--- src/rtl/reg_pipe_pkg.sv ---
// reg_pipe_pkg: default geometry and occupancy-width helper shared by reg_pipe.
package reg_pipe_pkg;
  localparam int DEF_WIDTH = 8;
  localparam int DEF_DEPTH = 4;
  function automatic int occ_w(input int depth);
    return $clog2(depth + 1);
  endfunction
endpackage

--- src/rtl/reg_pipe_stage.sv ---
// reg_pipe_stage: one valid+data register slice that loads on advance and drops validity on flush.
module reg_pipe_stage #(
  parameter int WIDTH = 8
) (
  input  logic             clk,
  input  logic             rst_n,
  input  logic             adv_i,
  input  logic             flush_i,
  input  logic             valid_i,
  input  logic [WIDTH-1:0] data_i,
  output logic             valid_o,
  output logic [WIDTH-1:0] data_o
);
  logic             valid_q, valid_d;
  logic [WIDTH-1:0] data_q, data_d;
  always_comb begin
    valid_d = flush_i ? 1'b0 : adv_i ? valid_i : valid_q;
    data_d  = adv_i ? data_i : data_q;
  end
  always_ff @(posedge clk or negedge rst_n) begin
    if (!rst_n) begin
      valid_q <= 1'b0;
      data_q  <= '0;
    end else begin
      valid_q <= valid_d;
      data_q  <= data_d;
    end
  end
  assign valid_o = valid_q;
  assign data_o  = data_q;
endmodule

--- src/rtl/reg_pipe.sv ---
// reg_pipe: DEPTH-stage bubble-collapsing valid/ready register pipeline with flush.
// Define REG_PIPE_OCC_EN to add the registered occupancy counter and port.
module reg_pipe
  import reg_pipe_pkg::*;
#(
  parameter int WIDTH = DEF_WIDTH,
  parameter int DEPTH = DEF_DEPTH
) (
  input  logic             clk,
  input  logic             rst_n,
  input  logic             in_valid,
  output logic             in_ready,
  input  logic [WIDTH-1:0] in_data,
  output logic             out_valid,
  input  logic             out_ready,
  output logic [WIDTH-1:0] out_data,
  input  logic             flush
`ifdef REG_PIPE_OCC_EN
  ,
  output logic [occ_w(DEPTH)-1:0] occupancy
`endif
);
  logic [DEPTH-1:0] v, adv, v_in;
  logic [WIDTH-1:0] d [DEPTH];
  logic [WIDTH-1:0] d_in [DEPTH];
  // Ready ripples from the output stage back to the input; an empty stage always accepts.
  always_comb begin
    adv = '0;
    adv[DEPTH-1] = !v[DEPTH-1] || out_ready;
    for (int i = DEPTH - 2; i >= 0; i--) adv[i] = !v[i] || adv[i+1];
  end
  always_comb begin
    v_in = '0;
    v_in[0] = in_valid;
    d_in[0] = in_data;
    for (int i = 1; i < DEPTH; i++) begin
      v_in[i] = v[i-1];
      d_in[i] = d[i-1];
    end
  end
  for (genvar g = 0; g < DEPTH; g++) begin : g_stage
    reg_pipe_stage #(.WIDTH(WIDTH)) u_stage (
      .clk     (clk),
      .rst_n   (rst_n),
      .adv_i   (adv[g]),
      .flush_i (flush),
      .valid_i (v_in[g]),
      .data_i  (d_in[g]),
      .valid_o (v[g]),
      .data_o  (d[g])
    );
  end
  assign in_ready  = adv[0];
  assign out_valid = v[DEPTH-1];
  assign out_data  = d[DEPTH-1];
`ifdef REG_PIPE_OCC_EN
  localparam int OW = occ_w(DEPTH);
  logic [OW-1:0] occ_q, occ_d;
  logic          in_xfer, out_xfer;
  assign in_xfer  = in_valid && in_ready;
  assign out_xfer = out_valid && out_ready;
  always_comb begin
    occ_d = flush ? '0 :
            (in_xfer && !out_xfer) ? occ_q + OW'(1) :
            (out_xfer && !in_xfer) ? occ_q - OW'(1) : occ_q;
  end
  always_ff @(posedge clk or negedge rst_n) begin
    if (!rst_n) occ_q <= '0;
    else        occ_q <= occ_d;
  end
  assign occupancy = occ_q;
`endif
endmodule

--- config.mk ---
export PLATFORM = sky130hd
export DESIGN_NAME = reg_pipe
export DESIGN_NICKNAME = d
export VERILOG_FILES = /design/src/rtl/reg_pipe_pkg.sv /design/src/rtl/reg_pipe_stage.sv /design/src/rtl/reg_pipe.sv
export SDC_FILE = /design/constraint.sdc
export NUM_CORES = 1
export LEC_CHECK = 0
export ABC_AREA = 1
export CAP_MARGIN = 20
export CORE_UTILIZATION = 52
export CTS_CLUSTER_DIAMETER = 200
export DETAILED_ROUTE_END_ITERATION = 12
export GPL_ROUTABILITY_DRIVEN = 0
export PLACE_DENSITY = 0.78
export RECOVER_POWER = 100
export SETUP_SLACK_MARGIN = 0.2
export SYNTH_ARGS = -nofsm -noshare
export SYNTH_HDL_FRONTEND = slang
export SYNTH_SLANG_ARGS = --single-unit
--- constraint.sdc ---
create_clock -name clk -period 1.2 [get_ports clk]
set_input_delay 0.24 -clock clk [delete_from_list [all_inputs] [get_ports clk]]
set_output_delay 0.24 -clock clk [all_outputs]
set_load 0.01 [all_outputs]
# After elaboration in Yosys (flattened, before gate mapping)
# Index checks and enable logic that the tools add are counted.
# totals
inputBits	13
word_cells	28
output_inout_bits	10
register_bits	36
# classes
n_reduce_logical	12
muxes	8
# op_table
op	n
2-to-1 mux 1 bit	8
nonzero test 2 bit	4
logical NOT 1 bit	4
logical OR 1 bit	4

# Depth between registers and ports, before layout
# depth
depth_word	7
mapped_depth	7
ltp_nobuf	6

# Hierarchy
# Synthesis repeated with hierarchy kept, for this count alone.
# hier_totals
hier_cells	166
area_unflattened_um2	1570.3
# modules_own_cells
mod	n_inst	seq_area_each_um2	cells_each	area_each_um2
reg_pipe_stage	4	225.2	40	385.4
reg_pipe	1	0.0	6	28.8

# Least setup slack after synthesis
# No wires, ideal clock.
# synth_timing
path_kind	reg2reg
from	register g_stage[3].u_stage.valid_q
to	register g_stage[0].u_stage.data_q[0]
period_less_slack_ns	1.179
path_slack_ns	0.021
arrival_time_ns	1.060
n_path_buf	0
required_time_ns	1.081
path_stages_with_launch	6
setup_time_ns	0.119
cell_sequence	dfrtp_1 > inv_1 > nor2_4 > nand4_2 > nand2_1 > nand2_1
# synth_between
elab_chain_cells	5
# synth_lines
element	line_no	source
start: declaration	reg_pipe_stage.sv:14	logic valid_q, valid_d;
start signal: assignment	reg_pipe_stage.sv:25	valid_q <= valid_d;
logical NOT 1 bit	reg_pipe.sv:29	adv[DEPTH-1] = !v[DEPTH-1] || out_ready;
logical OR 1 bit	reg_pipe.sv:29	
logical OR 1 bit (3 in series)	reg_pipe.sv:30	for (int i = DEPTH - 2; i >= 0; i--) adv[i] = !v[i] || adv[i+1];
named net in_ready	reg_pipe.sv:12	output logic in_ready,
end signal: assignment	reg_pipe_stage.sv:26	data_q <= data_d;
end: declaration	reg_pipe_stage.sv:15	logic [WIDTH-1:0] data_q, data_d;
# The timed path passes the listed nets, and every way through them passes these cells.
# A chain may end at the register's enable or synchronous reset.

# Worst setup path after layout
# layout_timing
from	register g_stage[3].u_stage.valid_q
to	output port in_ready
# layout_between
elab_chain_cells	5
# layout_lines
element	line_no
logical NOT 1 bit	reg_pipe.sv:29
logical OR 1 bit	reg_pipe.sv:29
logical OR 1 bit (3 in series)	reg_pipe.sv:30
end: declaration	reg_pipe.sv:12
# Every way passes these cells.

==> impl_metrics.py <==
metrics = {
    "logic_synthesis": {
        "yosys.area_share.xor_xnor_pct": 0,
        "synth_top_family_by_area": "simple AND/OR/NAND/NOR gates",
        "synth_compound_gate_area_share_pct": 0.933,
        "synth_top_area_share_pct": 61.1,
        "yosysSeqAreaShare_pct": 61.1,
        "synth_fa_ha_area_share_pct": 0,
        "yosys.area.top_type": "dfrtp_1",
        "synth_nets": 175,
        "synthMuxAreaShare_pct": 0,
        "synth_area_leaders": "dfrtp_1, nand2_1, buf_4",
        "yosys_warnings": 0,
        "synthCells": 162,
        "ys_seq_elements": 36,
        "synth.avg_cell_area_um2": 9.11,
        "syn_area_um2": 1480,
        "synth_cell_types": 15,
        "synthSimpleGateAreaFrac_pct": 30.8,
    },
    "cts": {
        "cts.path.max_buffers": 2,
        "insertion_delay_ps": 350,
        "clk_pin_slew_ps": 120,
        "cts_tree": "built",
        "numCtsBuffers": 5,
        "cts.sinks": 36,
        "htree_num_levels": 2,
        "clockRootBuffer": "clkbuf_4",
    },
    "routing": {
        "ant_nets": 0,
        "drc": 0,
        "detail_route.first_pass.iterations": 4,
        "wl_per_cell_um": 14.4,
        "num_vias": 1224,
        "drtIter0Drc": 40,
        "viasPerCell": 5.12,
        "drt_wl_total_um": 3430,
    },
    "sta": {
        "hold_ws_ps": 408,
        "fin_crit_sh_pct": 115,
        "slew_violations": 0,
        "fmaxAchievable_mhz": 722,
        "hold_viol": 0,
        "finalSetupViolations": 27,
        "slew_headroom_pct": 42.9,
        "rsz0062_at_grt": "true",
        "worst_slew_pin_slew_ps": 857,
        "fin_crit_ps": 1390,
        "finClkSkew_ps": 16.8,
        "fin_ws_ps": -185,
    },
    "critical_path": {
        "crit_required_ps": 960,
        "worst-setup-path-type": "flop to output port",
        "end_kind": "output port",
        "cp-start-kind": "flop",
        "crit_fanout": 2,
        "cp_data_arrival_time_ps": 1150,
    },
    "min_path": {
        "hold_path_class": "primary input to flop",
    },
    "die": {
        "start_util_pct": 57.5,
        "coreArea_um2": 2570,
        "die-area_um2": 3050,
        "rows": 18,
        "fp.dieH_um": 55.3,
        "io_pins": 23,
        "die_x_um": 55.3,
    },
    "power": {
        "power_density_nw_per_um2": 1140,
        "p_total_mw": 2.38,
        "ir_drop_uv": 1390,
        "power_leakage_nw": 1.07,
    },
    "layout": {
        "final_layout_size_suffix_gt1_share_pct": 31.6,
        "final_cells": 239,
        "syn_to_final_growth_pct": 41.5,
        "finalNetCount": 221,
        "diodes": 0,
        "fillers": 153,
    },
    "grt": {
        "grt_max_degree": 37,
        "grt_use_total_pct": 22.6,
        "grt_overflow_total": 0,
        "grt_pass1_wl_um": 5230,
        "grt_pass1_vias": 1184,
        "antenna_found_initial": 0,
    },
    "run_status": {
        "violations": "negative setup slack",
        "outcome": "complete, but fails checks",
    },
    "place": {
        "post-place-ws_ps": -489,
        "io_buffers": 22,
        "dp_hpwl_um": 1630,
        "placedCellCount": 215,
    },
    "job": {
        "maxCapViolations": 0,
    },
}
[flip-flops by register name (all words and copies together), names as in the netlist]
name / count
g_stage.u_stage.data_o: 32
g_stage.u_stage.valid_o: 4
[final cells by class]
type | instances | area (um2) | share of cell area (%)
repair inverters | 1 | 6.26 | 0.300
inverters | 5 | 33.8 | 1.62
clock buffers | 6 | 41.3 | 1.98
flip-flops and latches | 36 | 901 | 43.2
clock inverters | 2 | 35.0 | 1.68
multi-input cells | 111 | 571 | 27.3
well taps | 30 | 37.5 | 1.80
repair buffers | 48 | 462 | 22.1
[worst max-delay path: stages (launching register included)]
cell and delay [ps]:
dfrtp_1 380, inv_2 50, nor2_4 140, nand4_4 100
buf_6 140
[cells by family after synthesis]
kind of cell           Yosys count
AOI/OAI and AO/OA                2
and+or+nand+nor                108
DFF                             36
buffers and inverters           16
[metrics by stage]
step                setup TNS (ps)  cell area, um2  util, %
global route                 -3050            2090     81.3
floorplan                        0            1490        -
CTS                           -852            2000     78.0
global placement             -7320            1770     69.1
detailed placement           -8230            1770     69.1
finish                       -2400            2090     81.3
[routing by layer]
layer / share of wire [%] / track usage, % / up-vias
met2: 52 / 38.4 / 40
met4: 2.0 / 12.9 / 0
li1: - / - / 585
met3: 4.2 / 5.85 / 10
met1: 42 / 25.8 / 589
met5: 0 / 0 / -
[placed cells by master (no fill, tap or decap), drive strengths merged]
cell,netlist,final
buf,11,35
dfrtp,36,36
nand2,93,94
nor2,4,4
bufinv,0,1
nand3,10,10
inv,5,5
clkbuf,0,7
o21ai,1,1
clkinv,0,2
a21oi,1,1
nand4,1,1
clkdlybuf4s50,0,12
[where the power goes]
| group | internal (mW) | total, mW | leakage [nW] | switching, mW |
|---|---|---|---|---|
| logic | 0.106 | 0.218 | 0.598 | 0.111 |
| clock network | 0.437 | 0.838 | 0.0422 | 0.401 |
| registers | 1.28 | 1.32 | 0.427 | 0.0449 |
| total | 1.82 | 2.38 | 1.07 | 0.558 |
[cells in the mapped netlist]
cell,instances
a21oi_1,1
buf_2,1
buf_4,8
buf_6,2
dfrtp_1,36
inv_1,4
inv_2,1
nand2_1,92
nand2_4,1
nand3_1,9
nand3_2,1
nand4_2,1
nor2_1,2
nor2_4,2
o21ai_2,1
[final timing paths]
kind | from | end | slack (ps) | cells past startpoint
max | g_stage[3].u_stage.valid_o$_DFFE_PN0P_ | in_ready | -190 | 4
min | in_data[2] | g_stage[0].u_stage.data_o[2]$_DFFE_PN0P_ | 410 | 3
max reg2reg | g_stage[3].u_stage.valid_o$_DFFE_PN0P_ | g_stage[0].u_stage.valid_o$_DFFE_PN0P_ | -110 | 8
min reg2reg | g_stage[3].u_stage.data_o[1]$_DFFE_PN0P_ | g_stage[3].u_stage.data_o[1]$_DFFE_PN0P_ | 470 | 2
max in group asynchronous | rst_n | g_stage[0].u_stage.data_o[0]$_DFFE_PN0P_ | 190 | 2
min in group asynchronous | rst_n | g_stage[0].u_stage.data_o[6]$_DFFE_PN0P_ | 460 | 2
[what timing repair did]
action | 4_1_cts | 5_1_grt
setup buffers | 7 | 5
hold buffers | 0 | 0
setup endpoints to repair | 37 | 46
gates cloned | 4 | 0
resized for setup | 59 | 18
pin swaps | 8 | 6
(Power assumes the default switching activity.)
